`src/rtl/simple_adder_8bit.sv`:
```
// rtl/simple_adder_8bit.sv - ripple-carry adder with flags and a one-cycle registered copy
module simple_adder_8bit #(
  parameter int WIDTH = 8
) (
  input  logic             clk,
  input  logic             rst,
  input  logic [WIDTH-1:0] a,
  input  logic [WIDTH-1:0] b,
  input  logic             cin,
  input  logic             in_valid,
  output logic [WIDTH-1:0] sum,
  output logic             cout,
  output logic             overflow,
  output logic             zero,
  output logic [WIDTH-1:0] sum_q,
  output logic             cout_q,
  output logic             overflow_q,
  output logic             zero_q,
  output logic             out_valid
);

  logic [WIDTH:0]   carry;
  logic [WIDTH-1:0] sum_c;

  always_comb begin
    carry    = '0;
    sum_c    = '0;
    carry[0] = cin;
    for (int i = 0; i < WIDTH; i++) begin
      sum_c[i]     = a[i] ^ b[i] ^ carry[i];
      carry[i + 1] = (a[i] & b[i]) | (a[i] & carry[i]) | (b[i] & carry[i]);
    end
  end

  assign sum      = sum_c;
  assign cout     = carry[WIDTH];
  // Signed overflow: like-signed operands produced a result of the other sign.
  assign overflow = (a[WIDTH-1] == b[WIDTH-1]) && (sum_c[WIDTH-1] != a[WIDTH-1]);
  assign zero     = ~|sum_c;

  logic [WIDTH-1:0] sum_q_d, sum_q_q;
  logic             cout_q_d, cout_q_q;
  logic             overflow_q_d, overflow_q_q;
  logic             zero_q_d, zero_q_q;
  logic             out_valid_d, out_valid_q;

  always_comb begin
    sum_q_d      = sum_q_q;
    cout_q_d     = cout_q_q;
    overflow_q_d = overflow_q_q;
    zero_q_d     = zero_q_q;
    out_valid_d  = 1'b0;
    if (in_valid) begin
      sum_q_d      = sum;
      cout_q_d     = cout;
      overflow_q_d = overflow;
      zero_q_d     = zero;
      out_valid_d  = 1'b1;
    end
  end

  // Reset takes priority over a simultaneous capture.
  always_ff @(posedge clk) begin
    if (rst) begin
      sum_q_q      <= '0;
      cout_q_q     <= 1'b0;
      overflow_q_q <= 1'b0;
      zero_q_q     <= 1'b0;
      out_valid_q  <= 1'b0;
    end else begin
      sum_q_q      <= sum_q_d;
      cout_q_q     <= cout_q_d;
      overflow_q_q <= overflow_q_d;
      zero_q_q     <= zero_q_d;
      out_valid_q  <= out_valid_d;
    end
  end

  assign sum_q      = sum_q_q;
  assign cout_q     = cout_q_q;
  assign overflow_q = overflow_q_q;
  assign zero_q     = zero_q_q;
  assign out_valid  = out_valid_q;

endmodule

```
`config.mk`:
```
export PLATFORM = sky130hd
export DESIGN_NAME = simple_adder_8bit
export DESIGN_NICKNAME = d
export VERILOG_FILES = /design/src/rtl/simple_adder_8bit.sv
export SDC_FILE = /design/constraint.sdc
export NUM_CORES = 1
export LEC_CHECK = 0
export BUFFER_PORTS_ARGS = -buffer_cell sky130_fd_sc_hd__buf_4
export CAP_MARGIN = 25
export CORE_MARGIN = 3
export CORE_UTILIZATION = 36
export CTS_CLUSTER_DIAMETER = 200
export DETAILED_ROUTE_END_ITERATION = 12
export PLACE_DENSITY = 0.81
export SYNTH_ARGS = -nofsm -noshare
export SYNTH_HDL_FRONTEND = slang
export SYNTH_SLANG_ARGS = --single-unit
```
`constraint.sdc`:
```
create_clock -name clk -period 4.9 [get_ports clk]
set_input_delay 0.735 -clock clk [delete_from_list [all_inputs] [get_ports clk]]
set_output_delay 0.735 -clock clk [all_outputs]
set_load 0.005 [all_outputs]
```
==> results of run 1 <==
[sequential cells by signal, summed over array words and instances, names as in the netlist]
register,cells
cout_q,1
zero_q,1
overflow_q,1
sum_q,8
out_valid,1
[critical path: stages]
cell	delay, ns
buf_6	0.09
fa_2	0.37
fa_2	0.34
fa_2	0.34
fa_2	0.34
fa_2	0.34
fa_2	0.34
fa_2	0.34
inv_2	0.07
fa_2	0.46
xor2_1	0.21
nor2_1	0.06
buf_4	0.13
[per-layer routing]
| layer | GRT usage (%) | up-vias |
|---|---|---|
| li1 | - | 284 |
| met1 | 16.92 | 270 |
| met2 | 24.66 | 26 |
| met3 | 4.587 | 4 |
| met4 | 9.953 | 0 |
| met5 | 0 | - |
[placed cells by master, fill, tap and decap left out]
cell type / instances
a41o_1: 1
inv_1: 5
dfxtp_1: 12
ha_1: 1
a211oi_2: 2
and3_4: 1
or3b_1: 1
buf_4: 42
clkbuf_8: 1
mux2i_1: 7
o41ai_2: 1
nor4_1: 1
nor3b_1: 1
clkbuf_4: 3
fa_2: 8
xor2_1: 1
nor2_1: 11
nor2b_4: 1
inv_2: 1
buf_6: 2
and2b_2: 1
[report_power, final]
part	internal, mW	switching [mW]
Clock	0.0452	0.0363
Combinational	0.0705	0.0497
Sequential	0.106	0.00450
Total	0.222	0.0905
[layout make-up]
cell class                      instances  area [sq um]  share of cell area (%)
Inverter                                6         22.52                   2.071
Sequential cell                        12         240.2                   22.09
Multi-Input combinational cell         38         420.4                   38.67
Tap cell                               24         30.03                   2.762
Timing Repair Buffer                   44         337.8                   31.07
Clock buffer                            4         36.28                   3.337
[cell families after synthesis]
group | Yosys count | share of synthesized area, %
and+or+nand+nor | 17 | 12.76
DFF | 12 | 36.02
adders and majority gates | 9 | 25.89
buffers and inverters | 8 | 5.815
muxes | 7 | 10.51
AOI/OAI and AO/OA | 4 | 7.692
xor gates and xnor gates | 1 | 1.314
[per-stage QoR]
| step | TNS, ns | util [%] |
|---|---|---|
| 6_report | -0.03604 | 66.74 |
| 5_1_grt | -0.2109 | 66.74 |
| 4_1_cts | -0.1172 | 66.05 |
| 3_5_place_dp | -0.6559 | 62.52 |
| 3_3_place_gp | -0.6003 | 62.52 |
| 2_1_floorplan | 0 | - |
[what timing repair did]
action                                  CTS  global route
resized for setup                         8             3
gates cloned                              0             0
endpoints found under the setup margin    3             3
pin swaps                                 4             2
[path summary, 6_finish.rpt]
path | from | endpoint | slack [ns] | depth (start not counted)
setup / recovery | a[0] | overflow | -0.02 | 13
hold / removal | sum_q[1] | sum_q[1] | 0.51 | 2
setup reg to reg | overflow_q | overflow_q | 4.02 | 2
hold reg to reg | sum_q[1] | sum_q[1] | 0.51 | 2
==> results.toml, run 1 <==
[yosys]
post-synth-top-area-fraction_pct = 36.02
synth.ff_latch_count = 12
synthMostInstantiatedCell = "dfxtp_1"
asyncSetResetFlopFracSynth_pct = 0
ys_types = 18
synth_top_flop_cell = "dfxtp_1"
synth_enable_flop_cells = 0
syn_avg_cell_area_sq_um = 11.50
syn_inst = 58
synth_seq_area_share_pct = 36.02
synth.top_cells.by_area = "dfxtp_1, fa_1, mux2i_1"
yosys_warnings = 0
synth.top_cells.by_count = "dfxtp_1, nor2_1, fa_1"
syn-num-nets = 87
mappedNetlistArea_sq_um = 666.9
yosys.area.top_type = "dfxtp_1"

[sta]
worst-slew-pin-transition_ns = 0.4799
layout_setup_ws_ns = -0.02351
final_min_period_ns = 4.924
final.hold.worst_slack_ns = 0.5069
timing.clock.skew_ns = 0
report.final.hold_viol_count = 0
setup_repair_after_global_routing_missed_its_margin = "true"
clock.fmax_mhz = 203.1
slew-limit-headroom_pct = 67.71
period_share_pct = 100.5
maxSlewViolCount = 0
report.final.setup_viol = 2

[critical_path]
start_kind = "input pin"
worst-endpoint-arrival_ns = 4.19
worstSetupPathType = "input pin to output port"
critical_path.max_fanout = 3
setup.worst_path.end_class = "output port"
worstPathRequired_ns = 4.16

[clocking]
num_clock_sinks = 12
htree_num_levels = 1
worstSkewPairLatency_ns = 0.28
root_buffer = "clkbuf_4"
cts_tree = "done"
ctsLongestPathBuffers = 2
cts_post_setup_buffers_inserted = 0
worst_setup_hold_path_clk_slew_ns = 0.08
number_of_buffers_created_by_cts = 3
hold_buffers = 0

[pwr]
cell_area_power_density_nw_per_um2 = 287.5
ir_worst_vdd_mv = 0.1915
finalPower_uw = 312.6
leakage_nw = 0.5378

[status]
run_status = "complete, but fails checks"
failed_checks = "setup timing"

[die]
initial_core_util_pct = 40.94
die-area_sq_um = 2405
floorplan.rows = 14
dieWidth_um = 49.04
floorplan.core_area_sq_um = 1629
io-pin-count = 43
die_height_um = 49.04

[global_route]
antenna_found_initial = 0
globalRouteTotalUtil_pct = 15.12
grt_max_degree = 16
global_route_wire_length_before_repair_mm = 2.711
vias_in_the_first_global_route = 597
globalRouteOverflowTotal = 0

[route]
viasPerCell = 4.563
routedLengthMet1_um = 675
detailroute.via_count = 584
final_antenna_net_count = 0
wl_per_cell_um = 12.63
routed.top_layer = "met4"
drc_errors = 0
drt_first_iter_violations = 6
drtPass1Iterations = 2
met2_wirelength_um = 762
met3_length_um = 141
totalWireLength_mm = 1.617

[final_layout]
finalNetCount = 134
area_delta_synth_final_pct = 63.04
final-instance-count-excl-fill = 128
final_layout_size_suffix_gt1_share_pct = 60.58
final.fill_count = 133
final_design_area_no_fill_sq_um = 1087
antenna_cells = 0

[hold_path]
hold_path_class = "flip-flop to flip-flop"

[placement]
post_place_cells = 124
placement.cell_area_sq_um = 1018
gp_routability_congestion = 0.6702
post-place-ws_ns = -0.2734
port_buffers = 42
hpwl_dp_mm = 1.291

[flow_run]
cap_viol_max_count = 0
(Power assumes the default switching activity.)
==> run 2, diff against run 1 <==
--- a/config.mk
+++ b/config.mk
@@ -12,6 +12,7 @@
 export CTS_CLUSTER_DIAMETER = 200
 export DETAILED_ROUTE_END_ITERATION = 12
 export PLACE_DENSITY = 0.81
+export RECOVER_POWER = 25
 export SYNTH_ARGS = -nofsm -noshare
 export SYNTH_HDL_FRONTEND = slang
 export SYNTH_SLANG_ARGS = --single-unit
==> results.toml, run 2 (synthesis gave the netlist of run 1 again) <==
[route]
viasPerCell = 4.578
final_antenna_net_count = 0
drt_first_iter_violations = 9
detailroute.via_count = 586
drtPass1Iterations = 3
totalWireLength_mm = 1.614
drc_errors = 0
wl_per_cell_um = 12.61

[clocking]
cts_post_setup_buffers_inserted = 0
root_buffer = "clkbuf_4"
ctsLongestPathBuffers = 2
cts_tree = "done"
number_of_buffers_created_by_cts = 3
worst_setup_hold_path_clk_slew_ns = 0.08
worstSkewPairLatency_ns = 0.28
hold_buffers = 0
num_clock_sinks = 12
htree_num_levels = 1

[status]
failed_checks = "setup timing"
run_status = "complete, but fails checks"

[sta]
maxSlewViolCount = 0
timing.clock.skew_ns = 0
final_min_period_ns = 4.923
worst-slew-pin-transition_ns = 0.6360
report.final.hold_viol_count = 0
slew-limit-headroom_pct = 57.60
clock.fmax_mhz = 203.1
period_share_pct = 100.5
report.final.setup_viol = 2
layout_setup_ws_ns = -0.02266
setup_repair_after_global_routing_missed_its_margin = "true"

[pwr]
cell_area_power_density_nw_per_um2 = 287.3
comb_power_share_pct = 38.4
switching_component_of_the_power_uw = 90.02
finalPower_uw = 311.3
internal_power_uw = 221.3
ir_worst_vdd_mv = 0.1893
leakage_nw = 0.5316
proportion_of_power_drawn_by_flip_flops_and_latches_pct = 35.6
power.clock.fraction_pct = 26.0
p_sw_share_pct = 28.91

[flow_run]
cap_viol_max_count = 0

[global_route]
antenna_found_initial = 0
grt_max_degree = 16
globalRouteTotalUtil_pct = 15.12
globalRouteOverflowTotal = 0
grt_util_met3_pct = 4.587
global_route.usage.met2_pct = 24.66
globalRoute.busiestLayer = "met2"
grt_util_met1_pct = 16.92
global_route_wire_length_before_repair_mm = 2.711
vias_in_the_first_global_route = 597

[placement]
post-place-ws_ns = -0.2734
port_buffers = 42
placement.cell_area_sq_um = 1018
gp_routability_congestion = 0.6702
hpwl_dp_mm = 1.291

[die]
die_height_um = 49.04
initial_core_util_pct = 40.94
die-area_sq_um = 2405
io-pin-count = 43
floorplan.rows = 14
dieWidth_um = 49.04
floorplan.core_area_sq_um = 1629

[final_layout]
antenna_cells = 0
flip_flop_count_of_the_largest_register_after_layout = 8
final_design_area_no_fill_sq_um = 1084
area_delta_synth_final_pct = 62.48
final_common_cell = "buf_4"
finalNetCount = 134
fin_util_pct = 66.51
final_layout_size_suffix_gt1_share_pct = 59.62
final_cell_mix = "buf_4, dfxtp_1, nor2_1, clkbuf_4, fa_2"

[critical_path]
critPathBufInv = 3
cp_top_family = "adder cells"
critical-path-top-cell-by-count = "fa_2"
start_kind = "input pin"
worst-endpoint-arrival_ns = 4.19
worstPathRequired_ns = 4.16
crit_path_top_delay_cell = "fa_2"
critical_path.max_fanout = 3
worstSetupPathType = "input pin to output port"
setup.worst_path.end_class = "output port"
slowest_delay_ns = 0.46
crit_path_cell_trace = "buf_6 > fa_2 > fa_2 > fa_2 > fa_2 > fa_2 > fa_2 > fa_2 > inv_2 > fa_2 > xor2_1 > nor2_1 > buf_4"

[hold_path]
hold_path_class = "flip-flop to flip-flop"
==> run 2: changes by cell type in the layout (fill, tap and decap cells not counted) <==
cell | previous run | this run
buf_4 | 42 | 35
clkbuf_4 | 3 | 9
clkbuf_1 | 0 | 1
==> run 2: area by class of cell <==
class	count	area, sq um
repair buffers	44	334.1
clock buffers	4	36.28
flip-flops and latches	12	240.2
multi-input cells	38	420.4
fillers	135	545.5
well taps	24	30.03
inverters	6	22.52
==> run 2: timing repair <==
item | CTS | global route
pin swaps | 4 | 2
endpoints found under the setup margin | 3 | 3
resized for setup | 8 | 3
==> run 2: worst min-delay path, cell delays in order (launching register included) <==
cell and delay (ns):
dfxtp_1 0.34, mux2i_1 0.07, nor2_1 0.07
==> run 2: metrics by stage <==
step / hold WS [ns] / std cells / setup TNS, ns
after floorplan: 0.4850 / 58 / 0
after global placement: 0.4793 / 124 / -0.6003
after detailed placement: 0.4896 / 124 / -0.6559
after CTS: 0.5056 / 128 / -0.1172
after global routing: 0.5221 / 128 / -0.2109
final: 0.5049 / 128 / -0.03429
==> run 2: per-layer routing <==
layer  vias to the layer above  wire, um
met5                         -         0
met4                         0        37
met3                         4       137
met2                        26       761
met1                       272       677
li1                        284         -
==> run 2: power groups by stage <==
stage                     sequential (mW)  clock, mW  combinational, mW
after detailed placement            0.113          0              0.115
after CTS                           0.111     0.0833              0.121
after global routing                0.112     0.0880              0.131
after floorplan                     0.113          0             0.0491
final                               0.111     0.0810              0.119
after global placement              0.113          0              0.112
==> run 2: path summary, 6_finish.rpt <==
kind                                  from         end  slack [ns]  cells past startpoint
worst max-delay path                  a[0]    overflow       -0.02                     13
worst min-delay path              sum_q[1]    sum_q[1]        0.50                      2
worst max register to register  overflow_q  overflow_q        4.02                      2
worst min register to register    sum_q[1]    sum_q[1]        0.50                      2
